--- config.mk ---
export PLATFORM = sky130hd
export DESIGN_NAME = frame_mean_binarize
export DESIGN_NICKNAME = d
export VERILOG_FILES = /design/src/rtl/frame_mean_binarize_pkg.sv /design/src/rtl/frame_mean_binarize_serial_divider.sv /design/src/rtl/frame_mean_binarize.sv
export SDC_FILE = /design/constraint.sdc
export NUM_CORES = 1
export LEC_CHECK = 0
export BUFFER_PORTS_ARGS = -buffer_cell sky130_fd_sc_hd__clkbuf_2
export CORE_MARGIN = 2
export CORE_UTILIZATION = 55
export DETAILED_ROUTE_END_ITERATION = 12
export PLACE_DENSITY_LB_ADDON = 0.2
export SLEW_MARGIN = 20
export SYNTH_ARGS = -nofsm -noshare
export SYNTH_HDL_FRONTEND = slang
export SYNTH_HIERARCHICAL = 1
export SYNTH_SLANG_ARGS = --single-unit
--- constraint.sdc ---
create_clock -name clk -period 5.7 [get_ports clk]
set_input_delay 0.285 -clock clk [delete_from_list [all_inputs] [get_ports clk]]
set_output_delay 0.285 -clock clk [all_outputs]
set_load 0.03 [all_outputs]
--- src/rtl/frame_mean_binarize_pkg.sv ---
// Shared types and constants for the frame-mean binarizer: gray range, output pixel codes,
// divider state encoding and the RGB444-to-gray weighting.
package frame_mean_binarize_pkg;

    localparam int GRAY_W = 6;
    localparam logic [GRAY_W-1:0] GRAY_MAX = 6'd60;

    localparam logic [11:0] WHITE_PIX = 12'hFFF;
    localparam logic [11:0] BLACK_PIX = 12'h000;

    typedef enum logic [1:0] {
        ST_IDLE = 2'd0,
        ST_DIV  = 2'd1,
        ST_LOAD = 2'd2
    } div_state_e;

    // Luma approximation R + 2G + B; tops out at 15 + 30 + 15 = 60, so 6 bits never overflow
    function automatic logic [GRAY_W-1:0] rgb444_to_gray(input logic [11:0] pix);
        return {2'b00, pix[11:8]} + {1'b0, pix[7:4], 1'b0} + {2'b00, pix[3:0]};
    endfunction

endpackage

--- src/rtl/frame_mean_binarize_serial_divider.sv ---
// Restoring unsigned divider producing one quotient bit per cycle, followed by a one-cycle
// LOAD state during which done is high.
module serial_divider
    import frame_mean_binarize_pkg::*;
#(
    parameter int W = 25
) (
    input  logic         clk,
    input  logic         rst,
    input  logic         start,
    input  logic [W-1:0] dividend,
    input  logic [W-1:0] divisor,
    output logic         busy,
    output logic         done,
    output logic [W-1:0] quotient
);

    localparam int CNT_W = (W > 1) ? $clog2(W) : 1;
    localparam logic [CNT_W-1:0] CNT_LAST = CNT_W'(W - 1);

    div_state_e       state_r;
    logic [CNT_W-1:0] cnt_r;
    logic [W-1:0]     num_r;
    logic [W-1:0]     rem_r;
    logic [W-1:0]     quot_r;
    logic             done_r;

    logic [W:0]       trial_s;
    logic [W:0]       diff_s;
    logic [W-1:0]     rem_next_s;
    logic             q_bit_s;

    // One restoring step: shift in the next dividend bit and subtract if it fits
    always_comb begin
        trial_s = {rem_r, num_r[W-1]};
        diff_s  = trial_s - {1'b0, divisor};
        if (trial_s >= {1'b0, divisor}) begin
            rem_next_s = diff_s[W-1:0];
            q_bit_s    = 1'b1;
        end else begin
            rem_next_s = trial_s[W-1:0];
            q_bit_s    = 1'b0;
        end
    end

    // Divider sequencer: IDLE -> DIV (W steps) -> LOAD -> IDLE
    always_ff @(posedge clk or posedge rst) begin
        if (rst) begin
            state_r <= ST_IDLE;
            cnt_r   <= '0;
            num_r   <= '0;
            rem_r   <= '0;
            quot_r  <= '0;
            done_r  <= 1'b0;
        end else begin
            case (state_r)
                ST_IDLE: begin
                    done_r <= 1'b0;
                    if (start) begin
                        state_r <= ST_DIV;
                        num_r   <= dividend;
                        rem_r   <= '0;
                        quot_r  <= '0;
                        cnt_r   <= '0;
                    end
                end
                ST_DIV: begin
                    num_r  <= {num_r[W-2:0], 1'b0};
                    rem_r  <= rem_next_s;
                    quot_r <= {quot_r[W-2:0], q_bit_s};
                    if (cnt_r == CNT_LAST) begin
                        state_r <= ST_LOAD;
                        done_r  <= 1'b1;
                    end else begin
                        cnt_r <= cnt_r + 1'b1;
                    end
                end
                ST_LOAD: begin
                    state_r <= ST_IDLE;
                    done_r  <= 1'b0;
                end
                default: begin
                    state_r <= ST_IDLE;
                    done_r  <= 1'b0;
                end
            endcase
        end
    end

    assign busy     = (state_r != ST_IDLE);
    assign done     = done_r;
    assign quotient = quot_r;

endmodule

--- src/rtl/frame_mean_binarize.sv ---
// Binarizes RGB444 pixels against the mean gray of the previous frame.
// Define BINARIZE_INVERT_EN to emit white for dark pixels instead of bright ones.
module frame_mean_binarize
    import frame_mean_binarize_pkg::*;
#(
    parameter int IMG_W       = 640,
    parameter int IMG_H       = 480,
    parameter int INIT_THRESH = 30,
    parameter int SUM_W       = 25
) (
    input  logic              clk,
    input  logic              rst,
    input  logic              in_enable,
    input  logic [11:0]       in_data,
    output logic              out_ready,
    output logic [11:0]       out_data,
    output logic              frame_done,
    output logic [GRAY_W-1:0] thresh
);

    localparam int COL_W = (IMG_W > 1) ? $clog2(IMG_W) : 1;
    localparam int ROW_W = (IMG_H > 1) ? $clog2(IMG_H) : 1;
    localparam logic [COL_W-1:0] COL_LAST  = COL_W'(IMG_W - 1);
    localparam logic [ROW_W-1:0] ROW_LAST  = ROW_W'(IMG_H - 1);
    localparam logic [SUM_W-1:0] PIX_COUNT = SUM_W'(IMG_W * IMG_H);
    localparam logic [SUM_W-1:0] SAT_LIMIT = {{(SUM_W-GRAY_W){1'b0}}, GRAY_MAX};

    logic [COL_W-1:0]  col_r;
    logic [ROW_W-1:0]  row_r;
    logic              valid_r;
    logic              last_r;
    logic [GRAY_W-1:0] gray_r;
    logic [SUM_W-1:0]  sum_r;
    logic [GRAY_W-1:0] thresh_r;
    logic              out_ready_r;
    logic [11:0]       out_data_r;
    logic              frame_done_r;

    logic              last_pix_s;
    logic [SUM_W-1:0]  gray_ext_s;
    logic [SUM_W-1:0]  dividend_s;
    logic              div_start_s;
    logic              div_busy_s;
    logic              div_done_s;
    logic [SUM_W-1:0]  div_quot_s;
    logic [GRAY_W-1:0] new_thresh_s;
    logic [11:0]       pix_s;

    assign last_pix_s = (col_r == COL_LAST) && (row_r == ROW_LAST);
    assign gray_ext_s = {{(SUM_W-GRAY_W){1'b0}}, gray_r};

    // Raster position of the incoming pixel
    always_ff @(posedge clk or posedge rst) begin
        if (rst) begin
            col_r <= '0;
            row_r <= '0;
        end else if (in_enable) begin
            if (col_r == COL_LAST) begin
                col_r <= '0;
                row_r <= (row_r == ROW_LAST) ? '0 : row_r + 1'b1;
            end else begin
                col_r <= col_r + 1'b1;
            end
        end
    end

    // Stage 1: gray conversion, tagged with valid and end-of-frame
    always_ff @(posedge clk or posedge rst) begin
        if (rst) begin
            valid_r <= 1'b0;
            last_r  <= 1'b0;
            gray_r  <= '0;
        end else begin
            valid_r <= in_enable;
            if (in_enable) begin
                last_r <= last_pix_s;
                gray_r <= rgb444_to_gray(in_data);
            end
        end
    end

    // Frame sum; the final pixel goes straight into the dividend so the next frame starts at zero
    always_ff @(posedge clk or posedge rst) begin
        if (rst) begin
            sum_r <= '0;
        end else if (valid_r) begin
            sum_r <= last_r ? '0 : sum_r + gray_ext_s;
        end
    end

    assign dividend_s  = sum_r + gray_ext_s;
    // A frame ending while the divider is still busy simply loses its mean
    assign div_start_s = valid_r && last_r && !div_busy_s;

    serial_divider #(
        .W (SUM_W)
    ) u_divider (
        .clk      (clk),
        .rst      (rst),
        .start    (div_start_s),
        .dividend (dividend_s),
        .divisor  (PIX_COUNT),
        .busy     (div_busy_s),
        .done     (div_done_s),
        .quotient (div_quot_s)
    );

    // Quotient clamp and output polarity
    always_comb begin
        new_thresh_s = GRAY_MAX;
        if (div_quot_s > SAT_LIMIT) begin
            new_thresh_s = GRAY_MAX;
        end else begin
            new_thresh_s = div_quot_s[GRAY_W-1:0];
        end
        pix_s = BLACK_PIX;
`ifdef BINARIZE_INVERT_EN
        if (gray_r > thresh_r) begin
            pix_s = BLACK_PIX;
        end else begin
            pix_s = WHITE_PIX;
        end
`else
        if (gray_r > thresh_r) begin
            pix_s = WHITE_PIX;
        end else begin
            pix_s = BLACK_PIX;
        end
`endif
    end

    // Threshold update and stage 2 compare
    always_ff @(posedge clk or posedge rst) begin
        if (rst) begin
            thresh_r     <= GRAY_W'(INIT_THRESH);
            frame_done_r <= 1'b0;
            out_ready_r  <= 1'b0;
            out_data_r   <= BLACK_PIX;
        end else begin
            frame_done_r <= div_done_s;
            if (div_done_s) begin
                thresh_r <= new_thresh_s;
            end
            out_ready_r <= valid_r;
            if (valid_r) begin
                out_data_r <= pix_s;
            end
        end
    end

    assign out_ready  = out_ready_r;
    assign out_data   = out_data_r;
    assign frame_done = frame_done_r;
    assign thresh     = thresh_r;

endmodule

==> impl_results.md, run 1 <==
* Outcome: finished, final reports clean
* Worst hold slack at roughly 0.066 ns
* Die Width at about 130 um
* Share of cells above drive strength 1 at between 10% and 20%
* Register bit total from synthesis at roughly 140
* Top post-synthesis cells by area: dfrtp_1, ha_1, o21ai_0
* Skew final at between 0.005 and 0.006 ns
* Startpoint types: register
* Syn avg cell area at roughly 9.3 um^2
* Post-synthesis mux area share at between 3 and 4%
* Final wirelength at approximately 19 mm
* Fill cells at 1,393
* Fin. Hold Viols at 0
* Final Cycle Share at a little under three fifths
* Grt ovf at 0
* Critical Path End Type: register
* Clock root buffer master: clkbuf_16
* Post-route minimum period at between 3 and 4 ns
* Max-slew headroom at a little under two fifths
* Reg2Reg Setup Slack at about 2.5 ns
* Xor/xnor cell area share of the yosys netlist at approximately 5.3%
* Clk_lat worst skew at 0.42 ns
* Post-DR vias/cell at between 5 and 6
* Complex-gate fraction of the synthesized area at 21.2%
* Layout area overhead at 9.41%
* # diodes at 0
* Cells after Synth at roughly 970
* Top FF cell, synth: dfrtp_1
* Cell type with the largest total area after synthesis: dfrtp_1
* EDFF count, synth at 0
* Per-cell routed wire length at roughly 15 um
* Post-CTS setup buffer count at 0
* Final Setup Violations at 0
* Min-Delay Path Class: primary input to async pin
* Nets@finish at ~1,100
* Top Ports at 35
* Pwr per Cell Area at between 400 and 500 nW/um^2
* Achievable Freq at roughly 0.31 GHz
* Reg area at between 3000 and 4000 um^2
* Number of global-route vias before repair at about 6,700
* GRT Util Overall at a little under a quarter
* Initial cell density of the core at a little under three fifths
* Reg2Reg Launch Point: u_divider/rem_r[1]
* Clk slew on worst S/H paths at ~0.06 ns
* Post-synthesis simple-gate area fraction at 15.9%
* Reg2Reg Capture Point: u_divider/rem_r[21]
* Commonest non-fill, non-tap cell in the layout: dfrtp_1
* Top cell type's share of synthesized area at 39.2%
* Die height at 131 um
* Yosys cell types at 71
* Detailed-route via count at approximately 7,000
* Clock Path Buffers at 2
* Max Cap Viol at 0
* Place WS at 2.54 ns
* Share of flip-flops with an asynchronous set or reset at 100%
* Largest family of logic cells by synthesized area: compound AO/OA/AOI/OAI gates
* Antenna violations before repair at 0
* Clk sinks at 144
* Synth Cell Area at 8940 um^2
* Critical path fanouts, max at 23
* First-pass GRT wire length at 32.4 mm
* LEAKAGE at ~4.5 nW
* Number of synthesis warnings at 6
* VDD IR max at about 250 uV
* Placeable Area at between 15,000 and 20,000 um^2
* Sequential area share after synthesis at approximately 40%
* Total die area at 17,300 um^2
* Drt drc at 0
* Dpl hpwl at between 10 and 15 mm
* Post-Synth Adder-Cell Area at under 10%
* Crit path required time at 6.02 ns
* H-tree Lvls at 4
* IO buf count at 34
* Worst slew pin tran at 0.938 ns
* RSZ-0062 raised after global routing: no
* R2R depth at 10
* Critical path type: register to register
* Antenna viol nets, final at 0
* PostCTS Resize Cnt at 0
* Commonest non-fill, non-tap cells in the layout: dfrtp_1, nand2_1, o21ai_0, inv_1, nor2_1
* Max Slew Vio Count at 0
* Pre-antenna DRT Iters at 5
* Initial DRC count at roughly 430
* Worst path arrival time at between 3 and 4 ns
* CTS tree: done
* Routability congestion estimate from global placement at between 0.8 and 0.9
* CTS Buf Count at 17
* Largest net degree at the start of global routing at 100
* Post-route setup slack at 2.48 ns
* Multi-input gate area at slightly below 5000 um^2
* Setup TNS at 0 ns
* Post-CTS Hold Fix Bufs at 0
* Site Rows at 46
where the power goes:
part / internal [mW] / switching (mW)
Clock: 0.576 / 0.438
Combinational: 0.682 / 1.01
Sequential: 1.26 / 0.227
layer usage:
metal	wire length, um	track usage [%]	up-vias
li1	-	-	3505
met2	8510	35.1	135
met5	0	0	-
met1	9410	32.3	3383
met3	587	3.63	25
met4	311	7.25	0
flip-flops by register name (all words and copies together) (netlist names), 6 cells and up:
signal              flops
col_r                  10
gray_r                  6
u_divider/num_r        25
u_divider/rem_r        25
thresh                  6
row_r                   9
sum_r                  25
u_divider/quotient     25
how the worst max path moves through the flow:
stage,slack (ns),cells after the start,end,startpoint
finish,2.48,10,u_divider/rem_r[21],u_divider/rem_r[1]
global route,2.25,10,u_divider/rem_r[21],u_divider/rem_r[6]
CTS,2.51,10,u_divider/rem_r[21],u_divider/rem_r[1]
detailed placement,2.54,10,u_divider/rem_r[3],u_divider/rem_r[1]
global placement,2.59,10,u_divider/rem_r[3],u_divider/rem_r[6]
floorplan,3.19,10,u_divider/rem_r[10],u_divider/rem_r[6]
kinds of logic (layout without fill, tap and decap cells):
kind of cell,after synthesis,after routing
compound gates,269,269
other cells,2,26
buf+inv,122,133
xor+xnor,54,54
flops,144,144
fa+ha+maj,52,52
simple gates,293,293
mux,29,29
metrics by stage:
stage          cells  cell area (um^2)  total power, mW  util [%]
6_report        1216              9780             4.20      61.6
2_1_floorplan    989              9030             2.85         -
3_5_place_dp    1185              9230             3.18      58.1
3_3_place_gp    1185              9230             3.13      58.1
4_1_cts         1216              9770             4.21      61.5
5_1_grt         1216              9780             4.50      61.6
cell usage after synthesis (all sizes together) (29+ instances only):
cell	count
clkbuf	33
buf	29
a21oi	43
ha	46
nand3	51
o21ai	89
nand2	95
inv	59
a22o	40
nor2	57
dfrtp	140
final cells by class:
class | instances | share of cell area [%]
Clock buffer | 19 | 4.63
Timing Repair Buffer | 42 | 2.39
Sequential cell | 144 | 36.9
Multi-Input combinational cell | 723 | 50.1
Clock inverter | 12 | 0.896
Inverter | 60 | 2.32
Tap cell | 216 | 2.76
worst max-delay path, cell delays in order (launching register included):
cell and delay, ns:
dfrtp_1 0.37, ha_1 0.30, nor2b_1 0.17, o31ai_1 0.34
a221oi_2 0.14, o21ai_4 0.29, nor2_2 0.09, o41ai_4 0.76
buf_4 0.40, a32oi_1 0.14, o31ai_1 0.11
Power figures use the tool's default switching activity.
==> inputs of run 2 (changes only) <==
--- a/config.mk
+++ b/config.mk
@@ -5,6 +5,7 @@
 export SDC_FILE = /design/constraint.sdc
 export NUM_CORES = 1
 export LEC_CHECK = 0
+export ABC_AREA = 1
 export BUFFER_PORTS_ARGS = -buffer_cell sky130_fd_sc_hd__clkbuf_2
 export CORE_MARGIN = 2
 export CORE_UTILIZATION = 55
==> constraint.sdc (replaced) <==
create_clock -name clk -period 3.34 [get_ports clk]
set_input_delay 0.167 -clock clk [delete_from_list [all_inputs] [get_ports clk]]
set_output_delay 0.167 -clock clk [all_outputs]
set_load 0.03 [all_outputs]
==> run 2 against run 1 <==
First-iteration DRC count increased by 36%. Critical path depth increased by 1. Global-route usage increased by 3.0 points. Total power increased by 22%. Hold slack got worse by 0.0059 ns. Worst setup slack got worse by 1.6 ns. Cell count increased by 38%. Core utilization increased by 0.93 points. Clock skew increased by 0.0074 ns. Area after synthesis increased by 10%. Clock-buffer cell count unchanged. Critical endpoint is now u_divider/rem_r[23]. Largest cell class unchanged. Highest routed layer unchanged.
==> impl_results.md, run 2 <==
* Syn avg cell area at 7.08 um^2 (-24%)
* H-tree Lvls at 4 (unchanged)
* Nets@finish at 1,505 (+43%)
* Final Cycle Share at 74.3% (+18 points)
* Drt drc at 0 (unchanged)
* Yosys cell types at 52 (-27%)
* Final wirelength at 22.8 mm (+21%)
* Post-Synth Adder-Cell Area at 7.05% (-0.73 points)
* Synth cell count leaders: nand2_1, inv_1, dfrtp_1
* Clock root buffer master: clkbuf_16
* CP max-delay cell: nand3_4
* Crit path required time at 3.70 ns (-2.32 ns)
* VDD IR max at 360 uV (+44%)
* Initial cell density of the core at 56.6% (+0.37 points)
* R2R depth at 11 (+1)
* Initial DRC count at 576 (+36%)
* Place WS at 0.855 ns (-1.68 ns)
* Critical path type: register to register
* Post-Place Cell Area at 10,300 um^2 (+11%)
* LEAKAGE at 5.74 nW (+29%)
* Top FF cell, synth: dfrtp_1
* Die height at 138 um (+4.9%)
* CTS Buf Count at 17 (unchanged)
* Top post-synthesis cells by area: dfrtp_1, nand2_1, inv_1
* Reg power frac at 38.9% (+3.4 points)
* Post-synthesis simple-gate area fraction at 33.7% (+18 points)
* Final Setup Violations at 0 (unchanged)
* Total die area at 19,000 um^2 (+10%)
* Min-Delay Path Class: primary input to register
* Cells after Synth at 1,393 (+44%)
* Switching share of power at 33.2% (-6.8 points)
* Worst path top cell family by delay: simple AND/OR/NAND/NOR gates
* Max Slew Vio Count at 0 (unchanged)
* Pwr per Cell Area at 470 nW/um^2 (+9.5%)
* Clock Path Buffers at 2 (unchanged)
* Startpoint types: register
* Layout area overhead at 10.3%
* Uppermost layer routed: met4
* Clk_lat worst skew at 0.43 ns (about the same)
* First-pass GRT wire length at 38.8 mm (+20%)
* Psw at 1.70 mW (+1.0%)
* Routed met3 length at 952 um (+62%)
* Post-synthesis mux area share at 0% (-3.3 points)
* Hold EP: valid_r
* Met1 WL at 10.5 mm (+12%)
* Worst path arrival time at 2.84 ns (-0.70 ns)
* Final Util at 62.5% (+0.93 points)
* Fill cells at 1,578 (+13%)
* Number of global-route vias before repair at 8,440 (+26%)
* Top cell type's share of synthesized area at 35.5% (-3.7 points)
* Crit. Startpoint: u_divider/rem_r[18]
* Cell mode on critical path: nand2_1
* Share of flip-flops with an asynchronous set or reset at 100% (unchanged)
* Share of cells above drive strength 1 at 10.3% (-0.76 points)
* Most numerous cell in the Yosys netlist: nand2_1
* Critical Path End Type: register
* Top Ports at 35 (unchanged)
* Cell type with the largest total area after synthesis: dfrtp_1
* Max-slew headroom at 51.6% (+14 points)
* Complex-gate fraction of the synthesized area at 8.37% (-13 points)
* Pre-antenna DRT Iters at 5 (unchanged)
* Commonest non-fill, non-tap cell in the layout: nand2_1
* Post-CTS Hold Fix Bufs at 1 (+1)
* Post-DR vias/cell at 5.23 (-9.7%)
* Final instance area at 10,900 um^2 (+11%)
* Synth Cell Area at 9860 um^2 (+10%)
* Dpl hpwl at 16.5 mm (+30%)
* Commonest non-fill, non-tap cells in the layout: nand2_1, inv_1, dfrtp_1, nor2_1, nand3_1
* Reg2Reg Capture Point: u_divider/rem_r[23]
* Largest family of logic cells by synthesized area: simple AND/OR/NAND/NOR gates
* CP cell instances: ha_1 -> nand2_2 -> nor2_2 -> nand2_2 -> nor2_4 -> nand3_4 -> nand3_4 -> nand2_1 -> nand2_1 -> nand2_1 -> nand2_1
* Antenna violations before repair at 0 (unchanged)
* CP max stage delay at 0.47 ns (-0.29 ns)
* Max Cap Viol at 0 (unchanged)
* Placeable Area at 17,400 um^2 (+9.6%)
* Worst hold slack at 0.0602 ns (-0.00593 ns)
* Critical path fanouts, max at 26 (+13%)
* CTS tree: done
* Hold path cells at 1
* Internal at 3.42 mW (+36%)
* Number of synthesis warnings at 6 (unchanged)
* RSZ-0062 raised after global routing: no
* Post-route minimum period at 2.48 ns (-0.737 ns)
* Grt ovf at 0 (unchanged)
* # diodes at 0 (unchanged)
* Achievable Freq at 0.403 GHz (+30%)
* Post-route setup slack at 0.859 ns (-1.62 ns)
* Xor/xnor cell area share of the yosys netlist at 2.31% (-3.0 points)
* Pwr Total at 5.12 mW (+22%)
* Hold Crit Start: in_enable
* Final std cells w/o fill at 1,676 (+38%)
* Antenna viol nets, final at 0 (unchanged)
* DP Cell Count at 1,643 (+39%)
* Clk slew on worst S/H paths at 0.06 ns (about the same)
* Detailed-route via count at 8,772 (+24%)
* Reg2Reg Launch Point: u_divider/rem_r[18]
* Per-cell routed wire length at 13.6 um (-12%)
* Clk sinks at 144 (unchanged)
* Routability congestion estimate from global placement at 0.916 (+11%)
* Site Rows at 48 (+4.3%)
* Combinational power share at 23.2% (-17 points)
* PostCTS Resize Cnt at 0 (unchanged)
* GRT Util Overall at 25.5% (+3.0 points)
* Outcome: finished, final reports clean
* Buffers & Inverters on Critical Path at 0 (-1)
* EDFF count, synth at 0 (unchanged)
* Post-CTS setup buffer count at 0 (unchanged)
* IO buf count at 34 (unchanged)
* Setup TNS at 0 ns (unchanged)
* Fin. Hold Viols at 0 (unchanged)
* Reg2Reg Setup Slack at 0.86 ns (-1.62 ns)
* Largest net degree at the start of global routing at 54 (-46%)
* Met2 routed WL at 11.0 mm (+29%)
* Skew final at 0.0127 ns (+0.00743 ns)
* Sequential area share after synthesis at 36.6% (-3.8 points)
* Die Width at 138 um (+4.9%)
* Register bit total from synthesis at 144 (unchanged)
* Power share of the clock group at 38.0% (+14 points)
* Worst slew pin tran at 0.726 ns (-0.212 ns)
-- run 2: cell count changes in the layout (fill, tap and decap cells not counted), moves of 15 or more --
cell and delta:
a22o_1 -37, nand3_1 +45, o22ai_1 +22, nand4_1 +23, nand2_1 +302, inv_2 +15
inv_1 +171, o21ai_0 -28, nor2_1 +44, mux2i_1 -26
-- run 2: cells by family after synthesis --
logic type,count (synthesis)
AOI/OAI and AO/OA,148
xor gates and xnor gates,26
adders and majority gates,52
buffers and inverters,293
DFF,144
other,2
and+or+nand+nor,728
-- run 2: layer usage --
metal  global-route usage [%]  vias to the layer above
met1                     33.4                     4077
met3                     4.06                       27
met5                        0                        -
li1                         -                     4466
met2                     44.0                      202
met4                     6.92                        0
-- run 2: cell type report --
| type | count | area (um^2) | area share (%) |
|---|---|---|---|
| multi-input cells | 980 | 5170 | 47.5 |
| flip-flops and latches | 144 | 3610 | 33.2 |
| inverters | 250 | 941 | 8.65 |
| clock buffers | 19 | 453 | 4.16 |
| well taps | 225 | 282 | 2.59 |
| repair buffers | 45 | 280 | 2.58 |
| clock inverters | 13 | 151 | 1.39 |
-- run 2: power groups by stage --
stage          Combinational [mW]  Clock, mW  Sequential, mW
2_1_floorplan               0.950          0            1.99
3_3_place_gp                 1.16          0            2.01
3_5_place_dp                 1.17          0            2.02
4_1_cts                      1.18       1.98            1.99
5_1_grt                      1.35       2.05            2.01
6_report                     1.19       1.95            1.99
-- run 2: worst max path at each step --
stage / slack [ns] / to / depth (start not counted)
global placement: 0.93 / u_divider/rem_r[14] / 10
global route: 0.62 / u_divider/rem_r[8] / 10
detailed placement: 0.85 / u_divider/rem_r[11] / 10
CTS: 0.85 / u_divider/rem_r[11] / 10
finish: 0.86 / u_divider/rem_r[23] / 11
floorplan: 1.04 / u_divider/cnt_r[0] / 1
==> inputs of run 3 (changes only) <==
--- a/config.mk
+++ b/config.mk
@@ -5,7 +5,7 @@
 export SDC_FILE = /design/constraint.sdc
 export NUM_CORES = 1
 export LEC_CHECK = 0
-export ABC_AREA = 1
+export ABC_AREA = 0
 export BUFFER_PORTS_ARGS = -buffer_cell sky130_fd_sc_hd__clkbuf_2
 export CORE_MARGIN = 2
 export CORE_UTILIZATION = 55
==> constraint.sdc (replaced) <==
create_clock -name clk -period 2.5 [get_ports clk]
set_input_delay 0.125 -clock clk [delete_from_list [all_inputs] [get_ports clk]]
set_output_delay 0.125 -clock clk [all_outputs]
set_load 0.03 [all_outputs]
==> run 3 against run 2 <==
The run now ends with setup timing left. Hold slack lost 0.029 ns. First-iteration DRC count down 12%. Clock-buffer cell count fell by 1. Total power is 110% higher. Clock skew barely moved. Cell area down 0.67%. Sequential share of layout area grew 0.22 points. Register-to-register slack got worse by 0.98 ns. Combinational power rose to 4.2 times the previous value. Die area shrank 9.1%. Largest cell class unchanged. Largest power group is now combinational cells.
==> impl_results.md, run 3 (synthesis gave the netlist of run 1 again) <==
* Grt ovf at 0 (unchanged)
* # diodes at 0 (unchanged)
* H-tree Lvls at 4 (unchanged)
* CP max-delay cell: dfrtp_1
* R2R depth at 12 (+1)
* Placeable Area at 15,900 um^2 (-8.8%)
* Top Ports at 35 (unchanged)
* Pwr per Cell Area at 994 nW/um^2 (+110%)
* Antenna violations before repair at 0 (unchanged)
* Critical path type: register to register
* RSZ-0062 raised after global routing: yes
* Post-DR vias/cell at 5.82 (+11%)
* Final Setup Violations at 26 (+26)
* Final Cycle Share at 105% (+31 points)
* Worst hold slack at 0.0309 ns (-0.0293 ns)
* LEAKAGE at 5.01 nW (-13%)
* Outcome: complete, but fails checks
* Worst slew pin tran at 0.783 ns (+0.0567 ns)
* CP cell instances: ha_4 -> a21o_1 -> a31o_1 -> or2_4 -> o21ai_4 -> nor2_4 -> buf_6 -> o41ai_4 -> buf_6 -> buf_6 -> nand3_1 -> nand3_1
* Clock Path Buffers at 2 (unchanged)
* Skew final at 0.0127 ns (-0.0000188 ns)
* First-pass GRT wire length at 34.2 mm (-12%)
* Min-Delay Path Class: primary input to register
* Clk_lat worst skew at 0.43 ns (about the same)
* Critical Path End Type: register
* CTS Buf Count at 17 (unchanged)
* Achievable Freq at 0.381 GHz (-5.5%)
* Pwr Total at 10.7 mW (+110%)
* Clock root buffer master: clkbuf_16
* Per-cell routed wire length at 16.0 um (+18%)
* Drt drc at 0 (unchanged)
* DP Cell Count at 1,262 (-23%)
* Dpl hpwl at 13.9 mm (-16%)
* Clk sinks at 144 (unchanged)
* Layout area overhead at 21.0%
* Die Width at 131 um (-4.7%)
* GRT Util Overall at 23.8% (-1.7 points)
* Largest net degree at the start of global routing at 62 (+15%)
* Nets@finish at 1,146 (-24%)
* Commonest non-fill, non-tap cell in the layout: dfrtp_1
* Fin. Hold Viols at 0 (unchanged)
* Detailed-route via count at 7,612 (-13%)
* Hold EP: gray_r[0]
* Antenna viol nets, final at 0 (unchanged)
* Initial cell density of the core at 56.3% (-0.37 points)
* Worst path arrival time at 2.99 ns (+0.15 ns)
* Max Slew Vio Count at 0 (unchanged)
* Cell mode on critical path: buf_6
* Reg2Reg Capture Point: u_divider/rem_r[9]
* Hold path cells at 4 (+3)
* Crit path required time at 2.87 ns (-0.83 ns)
* Place WS at -0.0912 ns (-0.946 ns)
* Initial DRC count at 505 (-12%)
* Max Cap Viol at 0 (unchanged)
* Clk slew on worst S/H paths at 0.07 ns (about the same)
* VDD IR max at 587 uV (+63%)
* Number of global-route vias before repair at 7,079 (-16%)
* CTS tree: done
* Reg2Reg Launch Point: u_divider/rem_r[6]
* Reg2Reg Setup Slack at -0.12 ns (-0.98 ns)
* Commonest non-fill, non-tap cells in the layout: dfrtp_1, nand2_1, buf_4, o21ai_0, inv_1
* Pre-antenna DRT Iters at 5 (unchanged)
* Post-route minimum period at 2.62 ns (+0.143 ns)
* Max-slew headroom at 47.8% (-3.7 points)
* Setup TNS at -1.97 ns (-1.97 ns)
* Violated checks: setup timing
* Startpoint types: register
* Die height at 131 um (-4.7%)
* Final std cells w/o fill at 1,308 (-22%)
* Total die area at 17,300 um^2 (-9.1%)
* CP max stage delay at 0.39 ns (-0.08 ns)
* Routability congestion estimate from global placement at 0.880 (-3.9%)
* Post-route setup slack at -0.124 ns (-0.983 ns)
* Site Rows at 46 (-4.2%)
* Fill cells at 1,244 (-21%)
* Critical path fanouts, max at 8 (-69%)
* Share of cells above drive strength 1 at 21.9% (+12 points)
* Final wirelength at 20.9 mm (-8.3%)
* Hold Crit Start: in_data[8]
* IO buf count at 34 (unchanged)
-- run 3: changes by cell type in the layout (fill, tap and decap cells not counted), sizes merged, moves of 37 or more --
cell   before  now
nor2      116   57
a22o        3   40
buf        10   96
nand3     106   51
nand2     411   95
inv       249   65
-- run 3: stage by stage --
stage | utilization, % | area, um^2
final | 68.1 | 10800
after global routing | 68.1 | 10800
after global placement | 61.9 | 9840
after CTS | 66.0 | 10500
after detailed placement | 61.9 | 9840
after floorplan | - | 9030
-- run 3: how the worst max path moves through the flow --
stage	start	end	slack, ns	cells past startpoint
floorplan	u_divider/rem_r[10]	u_divider/rem_r[3]	0.04	8
global placement	u_divider/rem_r[18]	u_divider/rem_r[15]	-0.03	10
detailed placement	u_divider/rem_r[18]	u_divider/rem_r[13]	-0.09	10
CTS	u_divider/rem_r[6]	u_divider/rem_r[22]	-0.08	11
global route	u_divider/rem_r[6]	u_divider/rem_r[9]	-0.24	12
finish	u_divider/rem_r[6]	u_divider/rem_r[9]	-0.12	12
-- run 3: layout make-up --
type	count	area [um^2]	area share (%)
clock buffers	18	439	4.06
flip-flops and latches	144	3610	33.4
multi-input cells	723	5160	47.7
repair buffers	133	986	9.12
clock inverters	14	120	1.11
inverters	60	226	2.09
well taps	216	270	2.50
-- run 3: worst max-delay path: cells and delay by family, from the launching register on --
| family | cells | cell delay [ns] |
|---|---|---|
| adders and majority gates | 1 | 0.22 |
| DFF | 1 | 0.39 |
| AOI/OAI and AO/OA | 4 | 0.94 |
| and+or+nand+nor | 4 | 0.53 |
| buffers and inverters | 3 | 0.48 |
-- run 3: power by group --
part | switching [mW] | internal (mW) | leakage [nW]
Clock | 1.07 | 1.32 | 0.263
Combinational | 2.73 | 2.28 | 2.84
Sequential | 0.467 | 2.88 | 1.90
Total | 4.27 | 6.48 | 5.01
-- run 3: what timing repair did --
action	4_1_cts	5_1_grt
hold endpoints to repair	87	0
hold buffers	1	0
endpoints found under the setup margin	24	40
gates resized for setup	13	41
buffers inserted	1	9
pin swaps	9	27
cloned	1	2
-- run 3: routing by layer --
layer	routed length (um)	vias to the layer above	global-route usage, %
met5	0	-	0
met4	351	0	6.58
met3	953	30	3.86
met2	9690	203	37.3
met1	9880	3676	34.3
li1	-	3703	-
